===== config.mk =====
export PLATFORM = sky130hd
export DESIGN_NAME = exmem_stage
export DESIGN_NICKNAME = d
export VERILOG_FILES = /design/src/rtl/pipe_pkg.sv /design/src/rtl/mem_wait_timer.sv /design/src/rtl/exmem_stage.sv
export SDC_FILE = /design/constraint.sdc
export NUM_CORES = 1
export LEC_CHECK = 0
export ABC_AREA = 1
export CAP_MARGIN = 20
export CORE_MARGIN = 4
export CORE_UTILIZATION = 47
export CTS_CLUSTER_SIZE = 10
export DETAILED_ROUTE_END_ITERATION = 8
export PLACE_DENSITY = 0.83
export SLEW_MARGIN = 10
export SYNTH_ARGS = -nofsm -noshare
export SYNTH_HDL_FRONTEND = slang
export SYNTH_SLANG_ARGS = --single-unit

===== constraint.sdc =====
create_clock -name clk -period 2.8 [get_ports clk]
set_input_delay 0.84 -clock clk [delete_from_list [all_inputs] [get_ports clk]]
set_output_delay 0.84 -clock clk [all_outputs]
set_load 0.1 [all_outputs]

===== src/rtl/pipe_pkg.sv =====
// Shared types for the EX/MEM stage: opcode map, datapath widths and FSM states.
package pipe_pkg;
  localparam int RD_W   = 7;
  localparam int DATA_W = 32;
  localparam int OP_W   = 5;

  typedef enum logic [OP_W-1:0] {
    OP_NOP   = 5'd0,
    OP_ALU1  = 5'd1,
    OP_ALU2  = 5'd2,
    OP_ALU3  = 5'd3,
    OP_ALU4  = 5'd4,
    OP_ALU5  = 5'd5,
    OP_CP    = 5'd6,
    OP_B     = 5'd7,
    OP_BEG   = 5'd8,
    OP_ALU9  = 5'd9,
    OP_GP    = 5'd10
  } opcode_e;

  typedef enum logic [1:0] {
    ST_IDLE     = 2'd0,
    ST_MEM_WAIT = 2'd1,
    ST_LOAD_WB  = 2'd2
  } state_e;

  function automatic logic is_wb_op(input logic [OP_W-1:0] op);
    return ((op >= OP_ALU1) && (op <= OP_ALU5)) || (op == OP_ALU9);
  endfunction

  function automatic logic is_illegal_op(input logic [OP_W-1:0] op);
    return op > OP_GP;
  endfunction
endpackage


===== src/rtl/mem_wait_timer.sv =====
// Counts consecutive cycles with run=1; expired is high during the TIMEOUT_CYC-th such cycle.
// Counter clears combinationally-next whenever run drops, so each wait starts from zero.
module mem_wait_timer #(
  parameter int TIMEOUT_CYC = 64
) (
  input  logic clk,
  input  logic rst,
  input  logic run,
  output logic expired
);
  localparam int CNT_W = $clog2(TIMEOUT_CYC + 1);

  logic [CNT_W-1:0] cnt_q, cnt_d;

  always_comb begin
    cnt_d = run ? (cnt_q + CNT_W'(1)) : '0;
  end

  always_ff @(posedge clk) begin
    if (rst) cnt_q <= '0;
    else     cnt_q <= cnt_d;
  end

  assign expired = run && (cnt_q == CNT_W'(TIMEOUT_CYC - 1));
endmodule


===== src/rtl/exmem_stage.sv =====
// EX/MEM stage: one-cycle write-back/branch pulses, blocking memory ops with timeout.
// in_ready is low outside IDLE; an instruction arriving while flush is high is dropped.
module exmem_stage
  import pipe_pkg::*;
#(
  parameter int TIMEOUT_CYC = 64
) (
  input  logic              clk,
  input  logic              rst,
  input  logic              in_valid,
  input  logic [OP_W-1:0]   in_opcode,
  input  logic [RD_W-1:0]   in_rd,
  input  logic [RD_W-1:0]   in_branch,
  input  logic [DATA_W-1:0] in_alu,
  output logic              in_ready,
  output logic              mem_req,
  output logic              mem_we,
  output logic [DATA_W-1:0] mem_addr,
  output logic [DATA_W-1:0] mem_wdata,
  input  logic              mem_ack,
  input  logic [DATA_W-1:0] mem_rdata,
  output logic              wb_en,
  output logic [RD_W-1:0]   wb_rd,
  output logic [DATA_W-1:0] wb_data,
  output logic              br_taken,
  output logic [RD_W-1:0]   br_target,
  output logic              flush,
  output logic [1:0]        err
);
  state_e            state_q, state_d;
  logic              mem_req_q, mem_req_d;
  logic              mem_we_q, mem_we_d;
  logic [DATA_W-1:0] mem_addr_q, mem_addr_d;
  logic [DATA_W-1:0] mem_wdata_q, mem_wdata_d;
  logic [RD_W-1:0]   ld_rd_q, ld_rd_d;
  logic              wb_en_q, wb_en_d;
  logic [RD_W-1:0]   wb_rd_q, wb_rd_d;
  logic [DATA_W-1:0] wb_data_q, wb_data_d;
  logic              br_taken_q, br_taken_d;
  logic [RD_W-1:0]   br_target_q, br_target_d;
  logic              flush_q, flush_d;
  logic [1:0]        err_q, err_d;
  logic              accept;
  logic              expired;

  mem_wait_timer #(.TIMEOUT_CYC(TIMEOUT_CYC)) u_timer (
    .clk     (clk),
    .rst     (rst),
    .run     (state_q == ST_MEM_WAIT),
    .expired (expired)
  );

  assign in_ready = (state_q == ST_IDLE) && !rst;
  assign accept   = in_valid && in_ready && !flush_q;

  always_comb begin
    state_d     = state_q;
    mem_req_d   = mem_req_q;
    mem_we_d    = mem_we_q;
    mem_addr_d  = mem_addr_q;
    mem_wdata_d = mem_wdata_q;
    ld_rd_d     = ld_rd_q;
    err_d       = err_q;
    wb_en_d     = 1'b0;
    wb_rd_d     = '0;
    wb_data_d   = '0;
    br_taken_d  = 1'b0;
    br_target_d = '0;
    flush_d     = 1'b0;
    unique case (state_q)
      ST_IDLE: begin
        if (accept) begin
          if (is_illegal_op(in_opcode)) begin
            err_d[0] = 1'b1;
          end else if (is_wb_op(in_opcode)) begin
            if (in_rd != '0) begin
              wb_en_d   = 1'b1;
              wb_rd_d   = in_rd;
              wb_data_d = in_alu;
            end
          end else if ((in_opcode == OP_B) || ((in_opcode == OP_BEG) && in_alu[0])) begin
            br_taken_d  = 1'b1;
            br_target_d = in_branch;
            flush_d     = 1'b1;
          end else if (in_opcode == OP_CP) begin
            state_d     = ST_MEM_WAIT;
            mem_req_d   = 1'b1;
            mem_we_d    = 1'b1;
            mem_addr_d  = {{(DATA_W-RD_W){1'b0}}, in_rd};
            mem_wdata_d = in_alu;
          end else if (in_opcode == OP_GP) begin
            state_d     = ST_MEM_WAIT;
            mem_req_d   = 1'b1;
            mem_we_d    = 1'b0;
            mem_addr_d  = in_alu;
            mem_wdata_d = '0;
            ld_rd_d     = in_rd;
          end
        end
      end
      ST_MEM_WAIT: begin
        // An ack landing in the expiry cycle still completes the access.
        if (mem_ack || expired) begin
          mem_req_d   = 1'b0;
          mem_we_d    = 1'b0;
          mem_addr_d  = '0;
          mem_wdata_d = '0;
          state_d     = ST_IDLE;
          if (!mem_ack) begin
            err_d[1] = 1'b1;
          end else if (!mem_we_q) begin
            state_d = ST_LOAD_WB;
            if (ld_rd_q != '0) begin
              wb_en_d   = 1'b1;
              wb_rd_d   = ld_rd_q;
              wb_data_d = mem_rdata;
            end
          end
        end
      end
      ST_LOAD_WB: state_d = ST_IDLE;
      default:    state_d = ST_IDLE;
    endcase
  end

  always_ff @(posedge clk) begin
    if (rst) begin
      state_q     <= ST_IDLE;
      mem_req_q   <= 1'b0;
      mem_we_q    <= 1'b0;
      mem_addr_q  <= '0;
      mem_wdata_q <= '0;
      ld_rd_q     <= '0;
      wb_en_q     <= 1'b0;
      wb_rd_q     <= '0;
      wb_data_q   <= '0;
      br_taken_q  <= 1'b0;
      br_target_q <= '0;
      flush_q     <= 1'b0;
      err_q       <= '0;
    end else begin
      state_q     <= state_d;
      mem_req_q   <= mem_req_d;
      mem_we_q    <= mem_we_d;
      mem_addr_q  <= mem_addr_d;
      mem_wdata_q <= mem_wdata_d;
      ld_rd_q     <= ld_rd_d;
      wb_en_q     <= wb_en_d;
      wb_rd_q     <= wb_rd_d;
      wb_data_q   <= wb_data_d;
      br_taken_q  <= br_taken_d;
      br_target_q <= br_target_d;
      flush_q     <= flush_d;
      err_q       <= err_d;
    end
  end

  assign mem_req   = mem_req_q;
  assign mem_we    = mem_we_q;
  assign mem_addr  = mem_addr_q;
  assign mem_wdata = mem_wdata_q;
  assign wb_en     = wb_en_q;
  assign wb_rd     = wb_rd_q;
  assign wb_data   = wb_data_q;
  assign br_taken  = br_taken_q;
  assign br_target = br_target_q;
  assign flush     = flush_q;
  assign err       = err_q;
endmodule


* Word level (Yosys, flattened, before mapping)
Index checks and enable logic that the tools add are counted.
** Word-level totals
- Memory bits (writable) :: 0
- Memories :: 0
- Register bits after elaboration :: 132
- Bits in latches :: 0
- Bits in read-only memories :: 0
** Operators by class
- Bitwise operators :: 8
- $add $sub $neg :: 1
- Multiply operators :: 0
- Mux-type cells :: 68
- Magnitude comparators :: 3
- Eq/ne operators :: 13
- Reduce and logical (&&, ||, !) cells :: 23
- Div/mod/pow operators :: 0
- Shifts and indexed selects :: 0
** Operators by type and width (count)
- two-way mux 32 bit :: 21
- case mux 32 bit (2 select lines) :: 3
- two-way mux 7 bit :: 8
- two-way mux 1 bit :: 22
- two-way mux 2 bit :: 9
- equality test 5 x 4 -> 1 bit, second input constant :: 3
- case mux 7 bit (2 select lines) :: 1
- AND reduction 7 bit :: 2
- nonzero test 7 bit :: 2
- equality test 5 x 3 -> 1 bit, second input constant :: 2
- != test 2 bit, second input constant :: 5
- inverter 1 bit :: 8
- adder 7 x 1 -> 7 bit, second input constant :: 1
- equality test 7 x 6 -> 1 bit, second input constant :: 1
- logical AND 1 bit :: 6
- case mux 1 bit (2 select lines) :: 3
- AND reduction 3 bit :: 2
- AND reduction 6 bit :: 1
- OR reduction 6 bit :: 1
- >= comparator 5 x 1 -> 1 bit, second input constant :: 1
- greater-than comparator 5 x 4 -> 1 bit, second input constant :: 1
- less-or-equal comparator 5 x 3 -> 1 bit, second input constant :: 1
- OR reduction 5 bit :: 1
- case mux 2 bit (2 select lines) :: 1
- other kinds (7) :: 10

* Longest topological paths before layout
Gate-level depths: netlist (run 1).
- Word-level depth :: 8
- Gate-level depth with buffers :: 12
- Mapped depth without buffers :: 10

* Hierarchy
Synthesis (run 1) repeated with hierarchy kept, for this count alone.
** Second synthesis, totals
- Cells, all modules :: 759
- Area total of the unflattened synthesis :: 5675.4 µm²
** By module, submodules not included
- exmem_stage :: seq. area each 2502.4 µm², area an instance 5378.9 µm², instances 1, cells an instance 718
- mem_wait_timer :: seq. area each 140.1 µm², area an instance 296.5 µm², instances 1, cells an instance 41

* Worst setup path before layout (run 1)
OpenSTA, ideal clock, no wires.
- Kind :: input to output
- Start point :: in rst
- End point :: out in_ready
- Setup slack :: -0.543 ns
- Cell stages on the path :: 3
- Required time :: 1.960 ns
- Arrival time :: 2.503 ns
- Cell sequence :: clkbuf_1 > clkbuf_1 > nor2_1
** On the way
- Cells in the longest elaborated chain, start to end :: 2
** RTL lines
- start: declaration :: line exmem_stage.sv:9 : input logic rst,
- zero test 1 bit :: line exmem_stage.sv:53 : assign in_ready = (state_q == ST_IDLE) && !rst;
- logical AND 1 bit :: line exmem_stage.sv:53
- end: declaration :: line exmem_stage.sv:15 : output logic in_ready,
No other way between the ends.

* Final worst setup path (run 1)
- Start point :: in in_opcode[1]
- End point :: reg mem_addr_q[1] (netlist: mem_addr[1])
** On the way
- Cells in the longest elaborated chain, start to end :: 7
** RTL lines
- start: declaration :: line exmem_stage.sv:11 : input logic [OP_W-1:0] in_opcode,
- equality test 5 x 3 -> 1 bit :: line exmem_stage.sv:85 : end else if (in_opcode == OP_CP) begin
- two-way mux 32 bit :: line exmem_stage.sv:85
- two-way mux 32 bit :: line exmem_stage.sv:81 : end else if ((in_opcode == OP_B) || ((in_opcode == OP_BEG) && in_alu[0])) begin
- two-way mux 32 bit :: line exmem_stage.sv:75 : end else if (is_wb_op(in_opcode)) begin
- two-way mux 32 bit :: line exmem_stage.sv:73 : if (is_illegal_op(in_opcode)) begin
- two-way mux 32 bit :: line exmem_stage.sv:72 : if (accept) begin
- case mux 32 bit (2 select lines) :: line exmem_stage.sv:70 : unique case (state_q)
- end signal: assignment :: line exmem_stage.sv:145 : mem_addr_q <= mem_addr_d;
- end: declaration :: line exmem_stage.sv:33 : logic [DATA_W-1:0] mem_addr_q, mem_addr_d;
Parallel ways exist; a longest one is shown, timed or not. The select of a mux whose other input is x is not followed.
A chain may end at the register's enable or synchronous reset.

==> results.md, run 1 <==
- Status: finished clean
- Final Slew Violations: 0
- Initial DRC Count: 595
- Synth top area cells: dfxtp_1 (50%), nand2_1 (11%), nand3_1 (11%), a21oi_1 (10%), nor2_1 (4.6%)
- Synthesis-to-layout area growth: 47.4%
- Min cycle time layout: 2.33 ns
- Yosys warning count: 0
- Largest net degree at the start of global routing: 69
- Setup bufs post-CTS: 0
- Final worst-path setup slack: 0.468 ns
- Required @ worst endpoint: between 3 and 4 ns
- PwrDens: ~570 nW/µm²
- Post-Syn Nets: 806
- Share of cells above drive strength 1: 20.4%
- Leak pwr: approximately 0.0032 µW
- Dpl ws: approximately 0.073 ns
- Io pins: slightly above 200
- Arrival time at the worst endpoint: 2.60 ns
- Post-synthesis sequential area ratio: 49.7%
- #FFs+latches synth: 132
- Most frequent cell after synthesis: nand2_1
- Worst-Skew Late Latency: 0.42 ns
- Global-route usage over all layers: 25.9%
- Fin nets: approximately 1000
- Cell accounting for the most synthesized area: dfxtp_1
- Syn Area/Cell: 7.41 µm²
- Critical-path top delay cell: clkdlybuf4s50_1
- Largest family of logic cells by synthesized area: simple AND/OR/NAND/NOR gates
- Worst-Margin Slew: 0.723 ns
- Crit-path max FO: 37
- Maximum clock frequency: between 400 and 500 MHz
- CP Cell Sequence: clkdlybuf4s50_1 -> inv_2 -> nor2_2 -> nand3_1 -> nand2_1 -> nand3_1 -> nand2_2 -> nand2_2 -> buf_12 -> nand2_1 -> a21oi_1
- Final hold vios: 0
- Wire length per cell: 16.2 µm
- VDD IR max: 0.386 mV
- Placed cell count: 1029
- Ys async rst share: 0%
- Drt pass-1 iters: 5
- Core Box Area: 11000 µm²
- Post-synth EDFFs: 0
- Clock buffer depth: 2
- Simple-Gate Fraction of Synth Area: 28.9%
- CTS tree: done
- Placement row count: 38
- Fin util: a little under three quarters
- CP endpoint kind: register
- Cell Area, Synth: 5320 µm²
- Cells after Synth: 718
- Final HPWL DP: between 10000 and 15000 µm
- Relative slew slack: 51.8%
- Post-CTS Resized: 0
- Remaining DRCs: 0
- Cts bufs inserted: 17
- Fin Setup TNS: 0 ns
- Port Buffers: 204
- Die ar.: 13100 µm²
- Die width: 114 µm
- Initial antenna violation count: 0
- Distinct cells, synth: 28
- Share of the synthesized area in the top cell type: 49.7%
- Antenna-violating nets left: 0
- Post-route cell area: approximately 8000 µm²
- DR vias: 5695
- Top_reg_cell synth: dfxtp_1
- Grt total ovfl: 0
- CTS root buf: clkbuf_16
- Period Utilization, post-route: approximately 83%
- Area after DPL: 7250 µm²
- Vias in the first global route: 5566
- # setup viols final: 0
- RePlAce Congestion: 0.944
- Vias per cell: 5.37
- Max Cap Viol: 0
- Critical path class: input pin to register
- CP startpoint kind: input pin
- Initial core utilization: 48.5%
- Hold/Removal Path Class: register to register
- Post-synth top cells: nand2_1 (156), dfxtp_1 (132), nand3_1 (112)
- Synth Area in Compound Gates: a little over an eighth
- Reg clk slew, reported paths: 0.06 ns
- RSZ-0062 raised after global routing: no
- Max incr delay on CP: about 0.53 ns
- Detailed Route WL: 17200 µm
- Post-synthesis mux area share: 0%
- Die height: between 100 and 150 µm
- Final cell count without fillers: around 1100
- Adder-Cell Fraction of Synth Area: 0.235%
- # hold bufs at CTS: 0
- H-tree lvl count: 4
- Sink Count: approximately 130
- Skew final: 0.00686 ns
- Synth Area in XOR/XNOR: 0%
- Global-route wire length before repair: 26900 µm
- ANT cells: 0
[path summary, 6_finish.rpt]
kind | startpoint | end | slack (ns) | cells after the start
worst min-delay path | u_timer.cnt_q[0] | u_timer.cnt_q[0] | 0.46 | 1
worst max register to register | state_q[0] | wb_data[9] | 0.84 | 7
worst max-delay path | in_opcode[1] | mem_addr[1] | 0.47 | 11
worst min register to register | u_timer.cnt_q[0] | u_timer.cnt_q[0] | 0.46 | 1
[layout make-up]
cell class,count,area (µm²)
flip-flops and latches,132,2640
inverters,42,158
repair buffers,225,1990
clock inverters,10,130
fillers,853,3140
clock buffers,22,464
multi-input cells,490,2280
well taps,140,175
[worst max-delay path, delay by kind of cell]
family,cells,cell delay [ns]
and+or+nand+nor,7,0.89
AOI/OAI and AO/OA,1,0.06
buffers and inverters,3,0.78
[metrics by stage]
stage / power, µW / hold slack (ns)
floorplan: 2070 / 0.418
global placement: 2260 / 0.428
detailed placement: 2260 / 0.446
CTS: 4470 / 0.459
global route: 4580 / 0.474
finish: 4450 / 0.457
[registers in the layout (all words and copies together) (netlist names)]
signal	count
br_target	7
err	2
flush	1
ld_rd_q	7
mem_addr	32
mem_req	1
mem_wdata	32
mem_we	1
state_q	2
u_timer.cnt_q	7
wb_data	32
wb_en	1
wb_rd	7
[kinds of logic (layout without fill, tap and decap cells)]
logic type | after synthesis | in the layout
and+or+nand+nor | 356 | 356
AOI/OAI and AO/OA | 133 | 133
DFF | 132 | 132
buffers and inverters | 96 | 299
adders and majority gates | 1 | 1
[routing by layer]
metal | part of all wire (%) | track usage, % | wire length (µm)
met5 | 0 | 0 | 0
met4 | 2.9 | 11.9 | 505
met3 | 8.9 | 6.98 | 1530
met2 | 50 | 44.2 | 8560
met1 | 38 | 30.2 | 6580
[cell usage in the layout (no fill, tap or decap), drive strengths merged]
master	n
clkbuf	22
nor3	11
bufinv	3
clkinv	6
a21oi	111
dfxtp	132
clkdlybuf4s50	85
nand3	113
o21a	2
ha	1
nor2	69
nand4	2
nor4	2
nand2	158
o21ai	11
a22oi	7
buf	140
clkinvlp	2
nor3b	1
o31ai	2
inv	41
[where the power goes]
part           internal (µW)  switching (µW)  leakage, µW
Sequential              1890            3.26      0.00106
Combinational            149             191      0.00185
Clock                   1440             785     0.000290
Note: power is estimated with default switching activity, not from simulation.
==> inputs of run 2 (changes only) <==
Settings changed: CORE_UTILIZATION 47 to 44, PLACE_DENSITY 0.83 to 0.78.
Clock period 2.8 ns to 2.4 ns, I/O delays scaled along.
==> run 2 against run 1 <==
Net effect: combinational power increased by 19%; register-to-register slack worse by 0.43 ns; routed wire length about the same; flip-flop and latch count is the same; clock skew about the same; via count down 0.49%; worst hold slack better by 0.0045 ns; critical path depth is 1 lower; count of clock-buffer cells in the layout up 1; largest cell class unchanged; highest routed layer unchanged.
==> results.md, run 2 (synthesis gave the netlist of run 1 again) <==
- Status: finished clean
- Relative slew slack: 48.0%
- Die width: 118 µm
- Leak pwr: 0.00322 µW
- Global-route usage over all layers: approximately a quarter
- Critical path class: input pin to register
- Reg clk slew, reported paths: roughly 0.05 ns
- Final cell count without fillers: 1074
- Fin Setup TNS: 0 ns
- Die ar.: 13900 µm²
- Crit path from: in_opcode[1]
- CP endpoint kind: register
- Cts bufs inserted: 17
- RSZ-0062 raised after global routing: no
- Crit-path max FO: 26
- Setup bufs post-CTS: 0
- Required @ worst endpoint: around 2.7 ns
- Commonest non-fill, non-tap cell in the layout: nand2_1
- Min cycle time layout: 2.20 ns
- DR vias: 5667
- Initial DRC Count: 493
- Crit path to: mem_addr[1]
- Detailed Route WL: 17200 µm
- Die height: 118 µm
- Max Cap Viol: 0
- Final HPWL DP: around 12000 µm
- RePlAce Congestion: 0.868
- Core Box Area: 11600 µm²
- Final worst-path setup slack: 0.205 ns
- Antenna-violating nets left: 0
- Reg-to-reg setup timing slack: 0.41 ns
- Dpl ws: -0.190 ns
- Vias per cell: 5.28
- Final Slew Violations: 0
- Vias in the first global route: 5773
- # hold bufs at CTS: 0
- Global-route wire length before repair: roughly 28000 µm
- Skew final: 0.00701 ns
- Drt pass-1 iters: 5
- VDD IR max: 0.333 mV
- Commonest cells after routing, fill and taps aside: nand2_1 (156), buf_4 (141), dfxtp_1 (132)
- Initial antenna violation count: 0
- Sink Count: approximately 130
- Worst-Margin Slew: roughly 0.8 ns
- Fin util: 67.9%
- PwrDens: between 600 and 700 nW/µm²
- Clock buffer depth: 2
- Wire length per cell: 16.0 µm
- Placement row count: 39
- Fin nets: ~1000
- WHS: approximately 0.46 ns
- Synthesis-to-layout area growth: 48.3%
- # setup viols final: 0
- Reg2Reg Capture Point: mem_addr[1]
- ANT cells: 0
- CTS root buf: clkbuf_16
- Port Buffers: 204
- Final hold vios: 0
- Worst Reg-to-Reg Cells: 10
- Maximum clock frequency: around 460 MHz
- Remaining DRCs: 0
- H-tree lvl count: 4
- Post-CTS Resized: 0
- Io pins: around 210
- Grt total ovfl: 0
- CTS tree: done
- Hold/Removal Path Class: register to register
- Worst-Skew Late Latency: a little over 0.4 ns
- Reg-to-reg startpoint: u_timer.cnt_q[0]
- Initial core utilization: about 46%
- Share of cells above drive strength 1: 21.1%
- CP startpoint kind: input pin
- Period Utilization, post-route: 91.5%
- Largest net degree at the start of global routing: 73
- Placed cell count: 1042
- Arrival time at the worst endpoint: 2.53 ns
[run 2: changes by cell type in the layout (fill, tap and decap cells not counted), sizes merged]
cell      previous run  this run
buf                140       150
bufinv               3         1
clkbuf              22        23
clkinvlp             2         3
[run 2: through the flow]
step                      power (µW)  instance area, µm²
after floorplan                 2420                5330
after global placement          2640                7350
after detailed placement        2650                7350
after CTS                       4990                7890
after global routing            5120                7890
final                           4960                7890
[run 2: power by group]
group / total (µW) / switching, µW / internal (µW) / leakage [µW]
Combinational: 403 / 223 / 180 / 0.00190
Clock: 2350 / 907 / 1440 / 0.000257
Sequential: 2200 / 3.73 / 2200 / 0.00106
[run 2: worst min path at each step]
stage / from / to / slack, ns / depth (start not counted)
5_1_grt: mem_wdata[20] / mem_wdata[20] / 0.47 / 2
6_report: mem_addr[28] / mem_addr[28] / 0.46 / 2
4_1_cts: mem_addr[28] / mem_addr[28] / 0.46 / 2
3_3_place_gp: u_timer.cnt_q[0] / u_timer.cnt_q[0] / 0.43 / 1
3_5_place_dp: mem_addr[28] / mem_addr[28] / 0.45 / 2
2_1_floorplan: u_timer.cnt_q[0] / u_timer.cnt_q[0] / 0.42 / 1
[run 2: worst max-delay path, stage by stage]
cell	delay, ns
clkdlybuf4s50_1	0.51
inv_2	0.06
nor2_2	0.14
nand3_1	0.15
nand2_1	0.12
nand3_1	0.11
nand2_2	0.12
buf_4	0.28
nand3_1	0.13
a21oi_1	0.17
[run 2: cell type report]
type | count | area, µm²
timing repair buffer | 235 | 2090
clock inverter | 9 | 81.3
inverter | 42 | 158
fill | 990 | 3720
clock buffer | 23 | 458
tap | 143 | 179
sequential | 132 | 2640
multi-input combinational | 490 | 2280
[run 2: layer usage]
layer | track usage, % | vias up | wire (µm)
met5 | 0 | - | 0
met4 | 9.08 | 0 | 249
met3 | 6.49 | 25 | 1420
met2 | 42.1 | 251 | 8720
met1 | 28.8 | 2633 | 6800
li1 | - | 2758 | -
==> patch 1, RTL diff (config.mk and constraints of run 2) <==
`TIMEOUT_CYC` is set to 64 in 2 places; all go to 128.
--- a/src/rtl/mem_wait_timer.sv
+++ b/src/rtl/mem_wait_timer.sv
@@ -2,5 +2,5 @@
 // Counter clears combinationally-next whenever run drops, so each wait starts from zero.
 module mem_wait_timer #(
-  parameter int TIMEOUT_CYC = 64
+  parameter int TIMEOUT_CYC = 128
 ) (
   input  logic clk,
--- a/src/rtl/exmem_stage.sv
+++ b/src/rtl/exmem_stage.sv
@@ -4,5 +4,5 @@
   import pipe_pkg::*;
 #(
-  parameter int TIMEOUT_CYC = 64
+  parameter int TIMEOUT_CYC = 128
 ) (
   input  logic              clk,
Function: not settled (the Yosys comparison gave no result); the edit may change what the design does.
==> patch 1 against run 2 <==
  * Clock skew shrank 0.0028 ns
  * Non-clock buffer count rose by 1
  * Critical path depth is the same
  * Die area increased by 6.8%
  * Sequential cell count rose by 1
  * Final area increased by 5.9%
  * Count of clock-buffer cells in the layout grew 1
  * Sequential share of layout area decreased by 1.6 points
  * Worst setup slack better by 0.045 ns
  * Clock power is 12% higher
  * Synthesized area rose by 7.3%
  * Power grew 6.8%
  * Wire length grew 4.7%
==> patch 1: results (changes against run 2) <==
Status
  – Status: finished, final reports clean

Power and ir drop
  – Leakage power: 0.00336 uW (+4.4%)
  – Net switching power: 1190 uW (+5.3%)
  – Peak VDD IR: 474 uV (+42%)

Synthesis
  – Post-synthesis cell type count: 29 (+3.6%)
  – Syn avg cell area: 7.54 um2 (+1.7%)
  – Commonest cells post-synth: dfxtp_1, nand3_1, nand2_1, a21oi_1, nor3_1
  – Fraction of registers with async set or reset after synthesis: 0 (unchanged)
  – Syn Nets: 846 (+5.0%)
  – Syn. warnings: 0 (unchanged)
  – Seq/Total Area, Yosys: 0.466 (-0.0304)
  – Synth top area cells: dfxtp_1, nand3_1, a21oi_1

Setup path
  – Worst-path fanout max: 17 (-35%)
  – R2r startpoint: u_timer.cnt_q[0]
  – Worst path max stage delay: 0.54 ns (+0.03 ns)
  – Critical path arrival: 2.50 ns (-0.03 ns)

GRT
  – Vias in the first global route: 5,436 (-5.8%)
  – First-pass GRT wire length: 27,700 um (-1.3%)
  – Gr usage total: 0.237 (-0.00620)
  – Pin count of the biggest net entering global routing: 66 (-9.6%)

Clocking
  – CTS clk-pin slew, worst paths: 0.05 ns (about the same)
  – Clock Tree Buf Depth: 2 (unchanged)
  – H-tree level count: 4 (unchanged)

Routing
  – 1st-iter DRT viols: 530 (+7.5%)
  – Final WL: 18,000 um (+4.7%)
  – Avg WL per Cell: 15.8 um (-1.0%)
  – Vias/cell: 5.28 (+0.15%)

Min path
  – Worst min path class: flop to flop
  – Hold Path Origin: u_timer.cnt_q[0]

Timing
  – Fin Clk Skew: 0.00422 ns (-0.00279 ns)
  – Max_slew headroom: 0.540 (+0.0600)

Placement
  – Placed cell count: 1,104 (+6.0%)
  – Detailed Place HPWL: 12,400 um (+1.1%)
  – Placed inst area: 0.00775 mm2 (+5.4%)
  – Port Buffers: 204 (unchanged)
  – Pre-CTS setup slack: -0.153 ns (+0.0372 ns)
  – RePlAce Congestion: 0.849 (-2.2%)

Layout
  – Layout cells sized above 1: 0.230 (+0.0198)
  – Final net count: 1,039 (+3.3%)
patch 1: cell families (layout without fill, tap and decap cells):
| kind of cell | count (synthesis) | after routing | synth area share |
|---|---|---|---|
| adders and majority gates | 1 | 1 | 0.00219 |
| DFF | 133 | 133 | 0.466 |
| AOI/OAI and AO/OA | 132 | 132 | 0.127 |
| buffers and inverters | 118 | 324 | 0.0964 |
| and+or+nand+nor | 374 | 374 | 0.309 |
patch 1: per-layer routing:
metal / wire (um) / vias to the layer above / GRT usage / part of all wire
li1: - / 2929 / - / -
met1: 7490 / 2789 / 0.306 / 0.42
met2: 8800 / 256 / 0.386 / 0.49
met3: 1390 / 29 / 0.0608 / 0.077
met4: 328 / 0 / 0.0798 / 0.018
met5: 0 / - / 0 / 0
patch 1: cell type report:
class	count	area, um2
Clock buffer	24	512
Inverter	56	210
Tap cell	172	215
Timing Repair Buffer	236	2130
Sequential cell	133	2660
Multi-Input combinational cell	507	2530
Fill cell	1101	4320
Clock inverter	8	95.1
patch 1: path summary, 6_finish.rpt:
kind	cells after the start	slack, ns	end
min	1	0.45	u_timer.cnt_q[0]
max	10	0.25	mem_addr[8]
min reg2reg	1	0.45	u_timer.cnt_q[0]
max reg2reg	11	0.57	mem_wdata[25]
patch 1: metrics by stage:
stage | TNS [ns] | util | hold WS [ns]
global placement | -4.75 | 0.612 | 0.430
floorplan | 0 | - | 0.418
detailed placement | -8.14 | 0.612 | 0.443
global route | 0 | 0.659 | 0.470
finish | 0 | 0.659 | 0.450
CTS | 0 | 0.659 | 0.454
patch 1: power groups by stage:
stage | logic (uW) | clock network [uW] | registers (uW)
floorplan | 161 | 0 | 2310
global placement | 438 | 0 | 2270
detailed placement | 439 | 0 | 2270
CTS | 443 | 2650 | 2220
global route | 473 | 2740 | 2220
finish | 445 | 2630 | 2220
==> patch 2, RTL diff (config.mk and constraints of run 2) <==
Made on the original files. Take the reset off `mem_addr_q`, `mem_wdata_q` and `wb_data_q` and load them in a clocked block of their own.
--- a/src/rtl/exmem_stage.sv
+++ b/src/rtl/exmem_stage.sv
@@ -129,10 +129,7 @@
       mem_req_q   <= 1'b0;
       mem_we_q    <= 1'b0;
-      mem_addr_q  <= '0;
-      mem_wdata_q <= '0;
       ld_rd_q     <= '0;
       wb_en_q     <= 1'b0;
       wb_rd_q     <= '0;
-      wb_data_q   <= '0;
       br_taken_q  <= 1'b0;
       br_target_q <= '0;
@@ -143,10 +140,7 @@
       mem_req_q   <= mem_req_d;
       mem_we_q    <= mem_we_d;
-      mem_addr_q  <= mem_addr_d;
-      mem_wdata_q <= mem_wdata_d;
       ld_rd_q     <= ld_rd_d;
       wb_en_q     <= wb_en_d;
       wb_rd_q     <= wb_rd_d;
-      wb_data_q   <= wb_data_d;
       br_taken_q  <= br_taken_d;
       br_target_q <= br_target_d;
@@ -154,4 +148,10 @@
       err_q       <= err_d;
     end
+  end
+
+  always_ff @(posedge clk) begin
+    mem_addr_q  <= mem_addr_d;
+    mem_wdata_q <= mem_wdata_d;
+    wb_data_q   <= wb_data_d;
   end
 
Check against the original RTL: not settled (the Yosys comparison gave no result); the edit may change what the design does.
==> patch 2 against run 2 <==
  * Sequential cell count did not move
  * Worst setup slack worse by 0.050 ns
  * Wire length shrank 18%
  * Power up 7.6%
  * Synthesized area fell by 7.4%
  * Count of clock-buffer cells in the layout decreased by 1
  * Via count decreased by 27%
  * Final area fell by 2.6%
  * Non-clock buffer count decreased by 1
==> patch 2: results (changes against run 2) <==
Synthesis
  – Post-synthesis compound-gate area fraction: 0.0959 (-0.0343)
  – Syn Nets: 561 (-30%)
  – Seq/Total Area, Yosys: 0.666 (+0.169)
  – Adder-cell area share of the yosys netlist: 0.00254 (+0.000187)
  – Top FF cell, synth: dfxtp_1
  – Synth top area cells: edfxtp_1, dfxtp_1, nor2_1
  – Post-synthesis xor/xnor area fraction: 0.00178 (+0.00178)
  – Fraction of registers with async set or reset after synthesis: 0 (unchanged)
  – Post-synthesis mux area share: 0 (unchanged)
  – Commonest cells post-synth: nor2_1, nand2_1, dfxtp_1, edfxtp_1, inv_1
  – EDFF count, synth: 64 (+64)
  – Syn. warnings: 0 (unchanged)
  – Post-synthesis cell type count: 35 (+25%)

Setup path
  – Reg2reg end: mem_addr[13]
  – R2r setup slk: 0.38 ns (-0.03 ns)
  – Critical path arrival: 1.52 ns (-1.01 ns)
  – Worst-path fanout max: 2 (-92%)
  – R2R depth: 10 (unchanged)

GRT
  – Gr usage total: 0.217 (-0.0260)
  – Vias in the first global route: 4,296 (-26%)
  – Pin count of the biggest net entering global routing: 33 (-55%)
  – Antenna violations before repair: 0 (unchanged)
  – First-pass GRT wire length: 21,500 um (-23%)

Routing
  – DRT Pass-1 Iters: 5 (unchanged)
  – Avg WL per Cell: 16.4 um (+2.2%)
  – 1st-iter DRT viols: 234 (-53%)
  – Vias/cell: 4.83 (-8.4%)

Clocking
  – CTS clk-pin slew, worst paths: 0.05 ns (about the same)
  – H-tree level count: 4 (unchanged)
  – Clock Tree Buf Depth: 2 (unchanged)
  – Worst skew pair latency: 0.52 ns (+0.11 ns)
  – CTS root buf: clkbuf_8
  – Gates resized, CTS repair: 1 (+1)
  – Num CTS Buffers: 17 (unchanged)
  – Post-CTS Setup Inserts: 0 (unchanged)

Layout
  – N_diodes: 0 (unchanged)
  – Final net count: 798 (-21%)
  – Fillers: 805 (-19%)
  – Layout cells sized above 1: 0.310 (+0.0997)

Timing
  – WHS: 0.468 ns (+0.00594 ns)
  – Max_slew headroom: 0.737 (+0.257)
  – Fin Clk Skew: 0.00591 ns (-0.00110 ns)

Power and ir drop
  – Peak VDD IR: 622 uV (+87%)
  – Leakage power: 0.00325 uW (+0.87%)
  – Comb pwr share: 0.076 (-0.005)
  – Net switching power: 1130 uW (-0.70%)
  – Sequential cell fraction of total power: 0.445 (about the same)
  – Int Pwr: 4210 uW (+10%)

Placement
  – Port Buffers: 204 (unchanged)
  – Detailed Place HPWL: 10,500 um (-15%)
  – Pre-CTS setup slack: -0.221 ns (-0.0310 ns)
  – RePlAce Congestion: 0.902 (+4.0%)

Status
  – Status: finished, final reports clean

Min path
  – Hold Path Origin: u_timer.cnt_q[0]
  – Hold depth: 1 (-1)
  – Worst min path class: flop to flop
  – Hold Path End: u_timer.cnt_q[0]
[patch 2: cell types whose count changed in the layout (fill, tap and decap cells not counted), sizes merged, moves of 9 or more]
cell	before	now
a21oi	111	20
nand2	158	77
inv	41	66
nor3	11	2
nor2	69	89
nand3	113	10
edfxtp	0	64
dfxtp	132	68
o21ai	11	44
[patch 2: final cells by class]
cell class	instances	area (um2)	area share
clock buffer	22	463	0.0602
clock inverter	9	128	0.0166
inverter	68	268	0.0348
multi-input combinational	257	1300	0.169
sequential	132	3280	0.427
tap	140	175	0.0228
timing repair buffer	234	2070	0.269
[patch 2: how the worst max path moves through the flow]
stage          cells past startpoint          from  slack [ns]            end
2_1_floorplan                     10           rst       -0.56    mem_addr[0]
3_3_place_gp                      11           rst       -0.14  mem_wdata[26]
3_5_place_dp                      10  in_opcode[1]       -0.22  mem_wdata[29]
4_1_cts                            6           rst        0.15       in_ready
5_1_grt                           10  in_opcode[1]        0.10  mem_wdata[27]
6_report                           6           rst        0.16       in_ready
[patch 2: metal layers]
metal | up-vias | routed length, um | GRT usage
met1 | 1929 | 5350 | 0.243
met4 | 0 | 258 | 0.0728
met2 | 210 | 7150 | 0.386
met3 | 27 | 1340 | 0.0759
met5 | - | 0 | 0
li1 | 1999 | - | -
[patch 2: stage by stage]
stage | cell area [um2] | cells | utilization
after floorplan | 4960 | 473 | -
after global placement | 7100 | 831 | 0.652
after detailed placement | 7100 | 831 | 0.652
after CTS | 7690 | 862 | 0.706
after global routing | 7690 | 862 | 0.706
final | 7690 | 862 | 0.706
[patch 2: critical path, stage by stage]
cell,delay [ns]
dlygate4sd2_1,0.29
inv_8,0.07
nand2_4,0.04
nor2_4,0.11
buf_4,0.12
buf_12,0.16
